--- src/rtl/rv32_run_controller.sv ---
// rv32_run_controller: run controller sitting between the bench top and an rv32 core.
//   After a start request it waits START_DELAY cycles, raises the core enable and
//   counts run cycles. The run ends on the first of three events: a nonzero write to
//   TOHOST_ADDR, the pc holding one value for HANG_CYCLES enabled cycles, or the cycle
//   budget MAX_CYCLES running out. The run result is then held until restart or reset.
// Ports:
//   clock, reset_n                clock (rising edge), synchronous active-low reset
//   start                         run request, sampled only in IDLE or DONE
//   pc                            core program counter
//   mem_write_enable/address/value  core data-memory write port (observed)
//   enable, running, done         core enable, run-in-progress flag, run-finished flag
//   pass, timeout, hang           run outcome flags
//   exit_code, cycle_count        end-of-run code, RUN cycles elapsed (saturating)
// Build option: define RV32_STALL_INJECT_EN to gate enable with an LFSR during RUN,
//   producing roughly 25% stall cycles.
module rv32_run_controller #(
  parameter int unsigned     XLEN        = 32,
  parameter int unsigned     CYCLE_W     = 32,
  parameter int unsigned     START_DELAY = 2,
  parameter int unsigned     MAX_CYCLES  = 50,
  parameter int unsigned     HANG_CYCLES = 8,
  parameter logic [XLEN-1:0] TOHOST_ADDR = XLEN'(32'h0000_1000)
) (
  input  logic               clock,
  input  logic               reset_n,
  input  logic               start,
  input  logic [XLEN-1:0]    pc,
  input  logic               mem_write_enable,
  input  logic [XLEN-1:0]    mem_write_address,
  input  logic [XLEN-1:0]    mem_write_value,
  output logic               enable,
  output logic               running,
  output logic               done,
  output logic               pass,
  output logic               timeout,
  output logic               hang,
  output logic [XLEN-1:0]    exit_code,
  output logic [CYCLE_W-1:0] cycle_count
);

  localparam int unsigned DelayW = (START_DELAY < 1) ? 1 : $clog2(START_DELAY + 1);
  localparam int unsigned HangW  = $clog2(HANG_CYCLES + 1);

  typedef enum logic [1:0] {StIdle, StWait, StRun, StDone} state_e;

  state_e             state_q, state_d;
  logic [DelayW-1:0]  delay_q, delay_d;
  logic [HangW-1:0]   hang_cnt_q, hang_cnt_d;
  logic [XLEN-1:0]    last_pc_q, last_pc_d;
  logic               enable_q, enable_d;
  logic               running_q, running_d;
  logic               done_q, done_d;
  logic               pass_q, pass_d;
  logic               timeout_q, timeout_d;
  logic               hang_q, hang_d;
  logic [XLEN-1:0]    exit_code_q, exit_code_d;
  logic [CYCLE_W-1:0] cycle_count_q, cycle_count_d;

  logic [CYCLE_W-1:0] cnt_inc;
  logic [HangW-1:0]   hang_cnt_inc;
  logic               tohost_hit, hang_hit, timeout_hit, pc_repeat, run_gate;

`ifdef RV32_STALL_INJECT_EN
  logic [15:0] lfsr_q, lfsr_d;
`endif

  always_comb begin
    state_d       = state_q;
    delay_d       = delay_q;
    hang_cnt_d    = hang_cnt_q;
    last_pc_d     = last_pc_q;
    done_d        = done_q;
    pass_d        = pass_q;
    timeout_d     = timeout_q;
    hang_d        = hang_q;
    exit_code_d   = exit_code_q;
    cycle_count_d = cycle_count_q;
`ifdef RV32_STALL_INJECT_EN
    lfsr_d        = lfsr_q;
`endif

    cnt_inc     = (cycle_count_q == '1) ? cycle_count_q : cycle_count_q + 1'b1;
    tohost_hit  = mem_write_enable && (mem_write_address == TOHOST_ADDR) &&
                  (mem_write_value != '0);
    // A zero hang count means no enabled cycle seen yet this run: no valid last pc.
    pc_repeat    = (hang_cnt_q != '0) && (pc == last_pc_q);
    // Count of consecutive enabled cycles (including this one) with this pc value.
    hang_cnt_inc = pc_repeat ? hang_cnt_q + 1'b1 : HangW'(1);
    hang_hit     = enable_q && (hang_cnt_inc == HangW'(HANG_CYCLES));
    timeout_hit  = (cnt_inc == CYCLE_W'(MAX_CYCLES));

    unique case (state_q)
      StIdle, StDone: begin
        if (start) begin
          done_d        = 1'b0;
          pass_d        = 1'b0;
          timeout_d     = 1'b0;
          hang_d        = 1'b0;
          exit_code_d   = '0;
          cycle_count_d = '0;
          hang_cnt_d    = '0;
          delay_d       = '0;
`ifdef RV32_STALL_INJECT_EN
          lfsr_d        = 16'hACE1;
`endif
          if (START_DELAY == 0) begin
            state_d = StRun;
          end else begin
            state_d = StWait;
            delay_d = DelayW'(START_DELAY);
          end
        end
      end
      StWait: begin
        delay_d = delay_q - 1'b1;
        if (delay_q == DelayW'(1)) begin
          state_d = StRun;
        end
      end
      StRun: begin
        cycle_count_d = cnt_inc;
`ifdef RV32_STALL_INJECT_EN
        lfsr_d = {lfsr_q[14:0], lfsr_q[15] ^ lfsr_q[13] ^ lfsr_q[12] ^ lfsr_q[10]};
`endif
        // Stalled cycles neither advance nor reset the hang tracking.
        if (enable_q) begin
          last_pc_d  = pc;
          hang_cnt_d = hang_cnt_inc;
        end
        if (tohost_hit) begin
          state_d     = StDone;
          done_d      = 1'b1;
          pass_d      = (mem_write_value == XLEN'(1));
          exit_code_d = mem_write_value >> 1;
        end else if (hang_hit) begin
          state_d     = StDone;
          done_d      = 1'b1;
          hang_d      = 1'b1;
          exit_code_d = pc;
        end else if (timeout_hit) begin
          state_d     = StDone;
          done_d      = 1'b1;
          timeout_d   = 1'b1;
          exit_code_d = '1;
        end
      end
      default: state_d = StIdle;
    endcase

`ifdef RV32_STALL_INJECT_EN
    run_gate = (lfsr_d[1:0] != 2'b00);
`else
    run_gate = 1'b1;
`endif
    running_d = (state_d == StRun);
    enable_d  = running_d && run_gate;
  end

  always_ff @(posedge clock) begin
    if (!reset_n) begin
      state_q       <= StIdle;
      delay_q       <= '0;
      hang_cnt_q    <= '0;
      last_pc_q     <= '0;
      enable_q      <= 1'b0;
      running_q     <= 1'b0;
      done_q        <= 1'b0;
      pass_q        <= 1'b0;
      timeout_q     <= 1'b0;
      hang_q        <= 1'b0;
      exit_code_q   <= '0;
      cycle_count_q <= '0;
`ifdef RV32_STALL_INJECT_EN
      lfsr_q        <= 16'hACE1;
`endif
    end else begin
      state_q       <= state_d;
      delay_q       <= delay_d;
      hang_cnt_q    <= hang_cnt_d;
      last_pc_q     <= last_pc_d;
      enable_q      <= enable_d;
      running_q     <= running_d;
      done_q        <= done_d;
      pass_q        <= pass_d;
      timeout_q     <= timeout_d;
      hang_q        <= hang_d;
      exit_code_q   <= exit_code_d;
      cycle_count_q <= cycle_count_d;
`ifdef RV32_STALL_INJECT_EN
      lfsr_q        <= lfsr_d;
`endif
    end
  end

  assign enable      = enable_q;
  assign running     = running_q;
  assign done        = done_q;
  assign pass        = pass_q;
  assign timeout     = timeout_q;
  assign hang        = hang_q;
  assign exit_code   = exit_code_q;
  assign cycle_count = cycle_count_q;

endmodule

--- config.mk ---
export PLATFORM = sky130hd
export DESIGN_NAME = rv32_run_controller
export DESIGN_NICKNAME = d
export VERILOG_FILES = /design/src/rtl/rv32_run_controller.sv
export SDC_FILE = /design/constraint.sdc
export NUM_CORES = 1
export LEC_CHECK = 0
export CAP_MARGIN = 20
export CORE_UTILIZATION = 53
export DETAILED_ROUTE_END_ITERATION = 8
export GPL_TIMING_DRIVEN = 1
export PLACE_DENSITY = 0.86
export SLEW_MARGIN = 40
export SYNTH_ARGS = -nofsm -noshare
export SYNTH_HDL_FRONTEND = slang
export SYNTH_SLANG_ARGS = --single-unit
--- constraint.sdc ---
create_clock -name clock -period 6.4 [get_ports clock]
set_clock_uncertainty 0.15 [all_clocks]
set_input_delay 1.6 -clock clock [delete_from_list [all_inputs] [get_ports clock]]
set_output_delay 1.6 -clock clock [all_outputs]
set_load 0.01 [all_outputs]
==> impl_results.md <==
- Outcome: finished clean
- Sequential area share after synthesis: 33.5%
- RSZ-0062 raised after global routing: false
- Top FF cell, synth: dfxtp_1
- Synth Cell Area: 6510 um2
- Max_cap viols: 0
- Worst Path Required: 6.50 ns
- Post-CTS Setup Inserts: 0
- DRC violations left: 0
- CP arrival: 4.57 ns
- Routed WL per cell: 17.1 um
- Setup CP Type: input port to flip-flop
- R2R depth: 12
- Number of global-route vias before repair: 5,963
- Total number of vias: 7,076
- Hold_buf cts: 0
- Worst Setup SP: pc[2]
- Largest net degree at the start of global routing: 70
- Max IR drop VDD: 0.000110 V
- CTS H-tree depth: 3
- CTS sink count: 109
- Synth cell types: 64
- Area Overhead vs Synth: 30.3%
- TritonCTS clock tree: yes
- Sw frac: 27.2%
- Crit path to: exit_code[16]
- Max Clk Rate: 0.224 GHz
- Initial DRC Count: 779
- FF+latch count, synth: 109
- Switch Pwr: 0.405 mW
- Worst Setup Start Kind: input port
- IO Port Bufs: 169
- Final critical-path required period: 4.47 ns
- Die W: 113 um
- # IOs: 170
- Final count of negative-setup-slack endpoints: 0
- Relative slew slack: 50.7%
- # rows: 40
- Flop2flop setup slack: 2.14 ns
- Syn Nets: 1,000
- Full die area: 12,700 um2
- Tot Pwr: 1.49 mW
- Die Span Y: 113 um
- Worst R2R Start: cycle_count[0]
- Root Buffer: clkbuf_16
- Initial antenna violation count: 0
- Final clock period utilization by the worst path: 69.9%
- Grt total ovfl: 0
- Post-synth top area share: 33.5%
- Routed Antenna Nets: 0
- Critical-path cell list: clkdlybuf4s50_1, xor2_1, nor4_1, nand3_1, nor4_1, nand4_1, buf_4, nand2_1, o21ai_4, buf_16, buf_4, mux2i_1
- HP Class: flip-flop to flip-flop
- Max clock buf depth: 2
- CP peak stage delay: 0.55 ns
- Final number of hold-violating endpoints: 0
- Commonest cells after routing, fill and taps aside: nand2_1 (209), clkdlybuf4s50_1 (169), dfxtp_1 (109)
- RePlAce Congestion: 0.942
- Crit path max fanout: 35
- CP Capture Type: flip-flop
- Post-detailed-route via-to-cell ratio: 6.05
- Post-Route WL: 20,000 um
- Final number of max-transition violations: 0
- Initial Utilization: 54.2%
- Nets: 1,123
- Power Internal: 1.08 mW
- Post-Syn Instances: 894
- Core Region: 12,000 um2
- Slowest cell on crit path: nor4_1
- First-pass GRT wire length: 30,800 um
- Commonest non-fill, non-tap cell in the layout: nand2_1
- Power share of the clock group: 35.5%
- Clk slew on worst S/H paths: 0.07 ns
- Detailed Place HPWL: 14,500 um
- Yosys warns: 0
- Ant diodes: 0
- CTS Buf Count: 9
- Worst skew pair latency: 0.36 ns
- Worst-margin pin slew: 0.740 ns
- Leakage: 2.87 nW
- Smallest hold slack: 0.310 ns
- Avg Cell Area, Syn: 7.28 um2
- GRT Util Overall: 30.6%
- Proportion of layout cells with a drive suffix above 1: 4.70%
- Post-synth EDFFs: 0
- Synth area leader: dfxtp_1
- PD cells: 175 nW/um2
- Fraction of registers with async set/reset: 0%
- Fin util: 70.6%
- Synth top area cells: dfxtp_1 (34%), nand2_1 (12%), a21oi_1 (5.1%), mux2i_1 (4.9%), o21ai_0 (4.9%)
- CTS resizes: 0
- Reg power frac: 46.6%
- Reg2Reg Capture Point: exit_code[16]
- First drt pass iteration count: 5
- Combinational group share of total power: 17.9%
- TNS Setup: 0 ns
## metal layers
| metal | share of wire, % | wire length, um | vias to the layer above | global-route usage (%) |
|---|---|---|---|---|
| li1 | - | - | 3387 | - |
| met1 | 44 | 8720 | 3254 | 43.3 |
| met2 | 44 | 8880 | 401 | 47.2 |
| met3 | 10 | 2020 | 34 | 4.71 |
| met4 | 2.0 | 405 | 0 | 10.9 |
| met5 | 0 | 0 | - | 0 |
## per-stage QoR
| step | std cells | setup WS [ns] | area, um2 |
|---|---|---|---|
| 2_1_floorplan | 894 | 2.58 | 6510 |
| 3_3_place_gp | 1152 | 1.54 | 8170 |
| 3_5_place_dp | 1152 | 1.47 | 8180 |
| 4_1_cts | 1168 | 1.84 | 8450 |
| 5_1_grt | 1169 | 1.65 | 8490 |
| 6_report | 1169 | 1.93 | 8490 |
## power groups by stage
stage / Clock, mW / Combinational [mW] / Sequential, mW
floorplan: 0 / 0.142 / 0.708
global placement: 0 / 0.246 / 0.708
detailed placement: 0 / 0.251 / 0.709
CTS: 0.534 / 0.252 / 0.693
global route: 0.563 / 0.284 / 0.694
finish: 0.528 / 0.267 / 0.693
## layout make-up
class,count,area (um2)
inverters,10,37.5
fillers,1013,3530
well taps,147,184
multi-input cells,708,4020
clock inverters,6,45.0
clock buffers,10,229
flip-flops and latches,109,2180
repair buffers,179,1790
## flip-flops by register name (all words and copies together), names as in the netlist
| signal | count |
|---|---|
| delay_q | 2 |
| cycle_count | 32 |
| hang | 1 |
| done | 1 |
| timeout | 1 |
| pass | 1 |
| exit_code | 32 |
| running | 1 |
| hang_cnt_q | 4 |
| state_q | 2 |
| last_pc_q | 32 |
## synth_stat cells, drive strengths merged, types with 2 or more instances
cell type and instances:
a22oi 5, a311oi 9, o21ai 67, or4b 2, nand3b 2, nor3 18
dfxtp 109, and4 7, a31oi 16, buf 20, nand4b 5, nand2 211
nor4 29, ha 6, a32oi 2, nor4b 4, o21a 3, nand4 19
and2 5, o31a 2, a211oi 2, xnor2 16, o211a 2, and3 9
xor2 32, nor3b 2, clkbuf 47, mux2i 32, a21oi 66, nor2 72
or3 10, a2111o 2, inv 9, or2 3, o22ai 2, or4 8
nand3 24, nor2b 3
## critical path: cells and delay by family
kind | cells | cell delay, ns
and+or+nand+nor | 5 | 1.30
buffers and inverters | 4 | 1.20
xor gates and xnor gates | 1 | 0.19
AOI/OAI and AO/OA | 1 | 0.13
muxes | 1 | 0.13
## cells by family after synthesis
logic type      Yosys count  share of synthesized area, %
simple gates            434                          31.8
compound gates          187                          16.8
flops                   109                          33.5
buf+inv                  77                          5.13
xor+xnor                 48                          6.57
mux                      33                          5.09
fa+ha+maj                 6                          1.15
## how the worst min path moves through the flow
stage	startpoint	endpoint	cells after the start
6_report	exit_code[0]	exit_code[0]	2
5_1_grt	exit_code[3]	exit_code[3]	2
4_1_cts	exit_code[30]	exit_code[30]	2
3_5_place_dp	exit_code[30]	exit_code[30]	2
3_3_place_gp	exit_code[8]	exit_code[8]	2
2_1_floorplan	delay_q[1]	delay_q[1]	2
(Power assumes the default switching activity.)
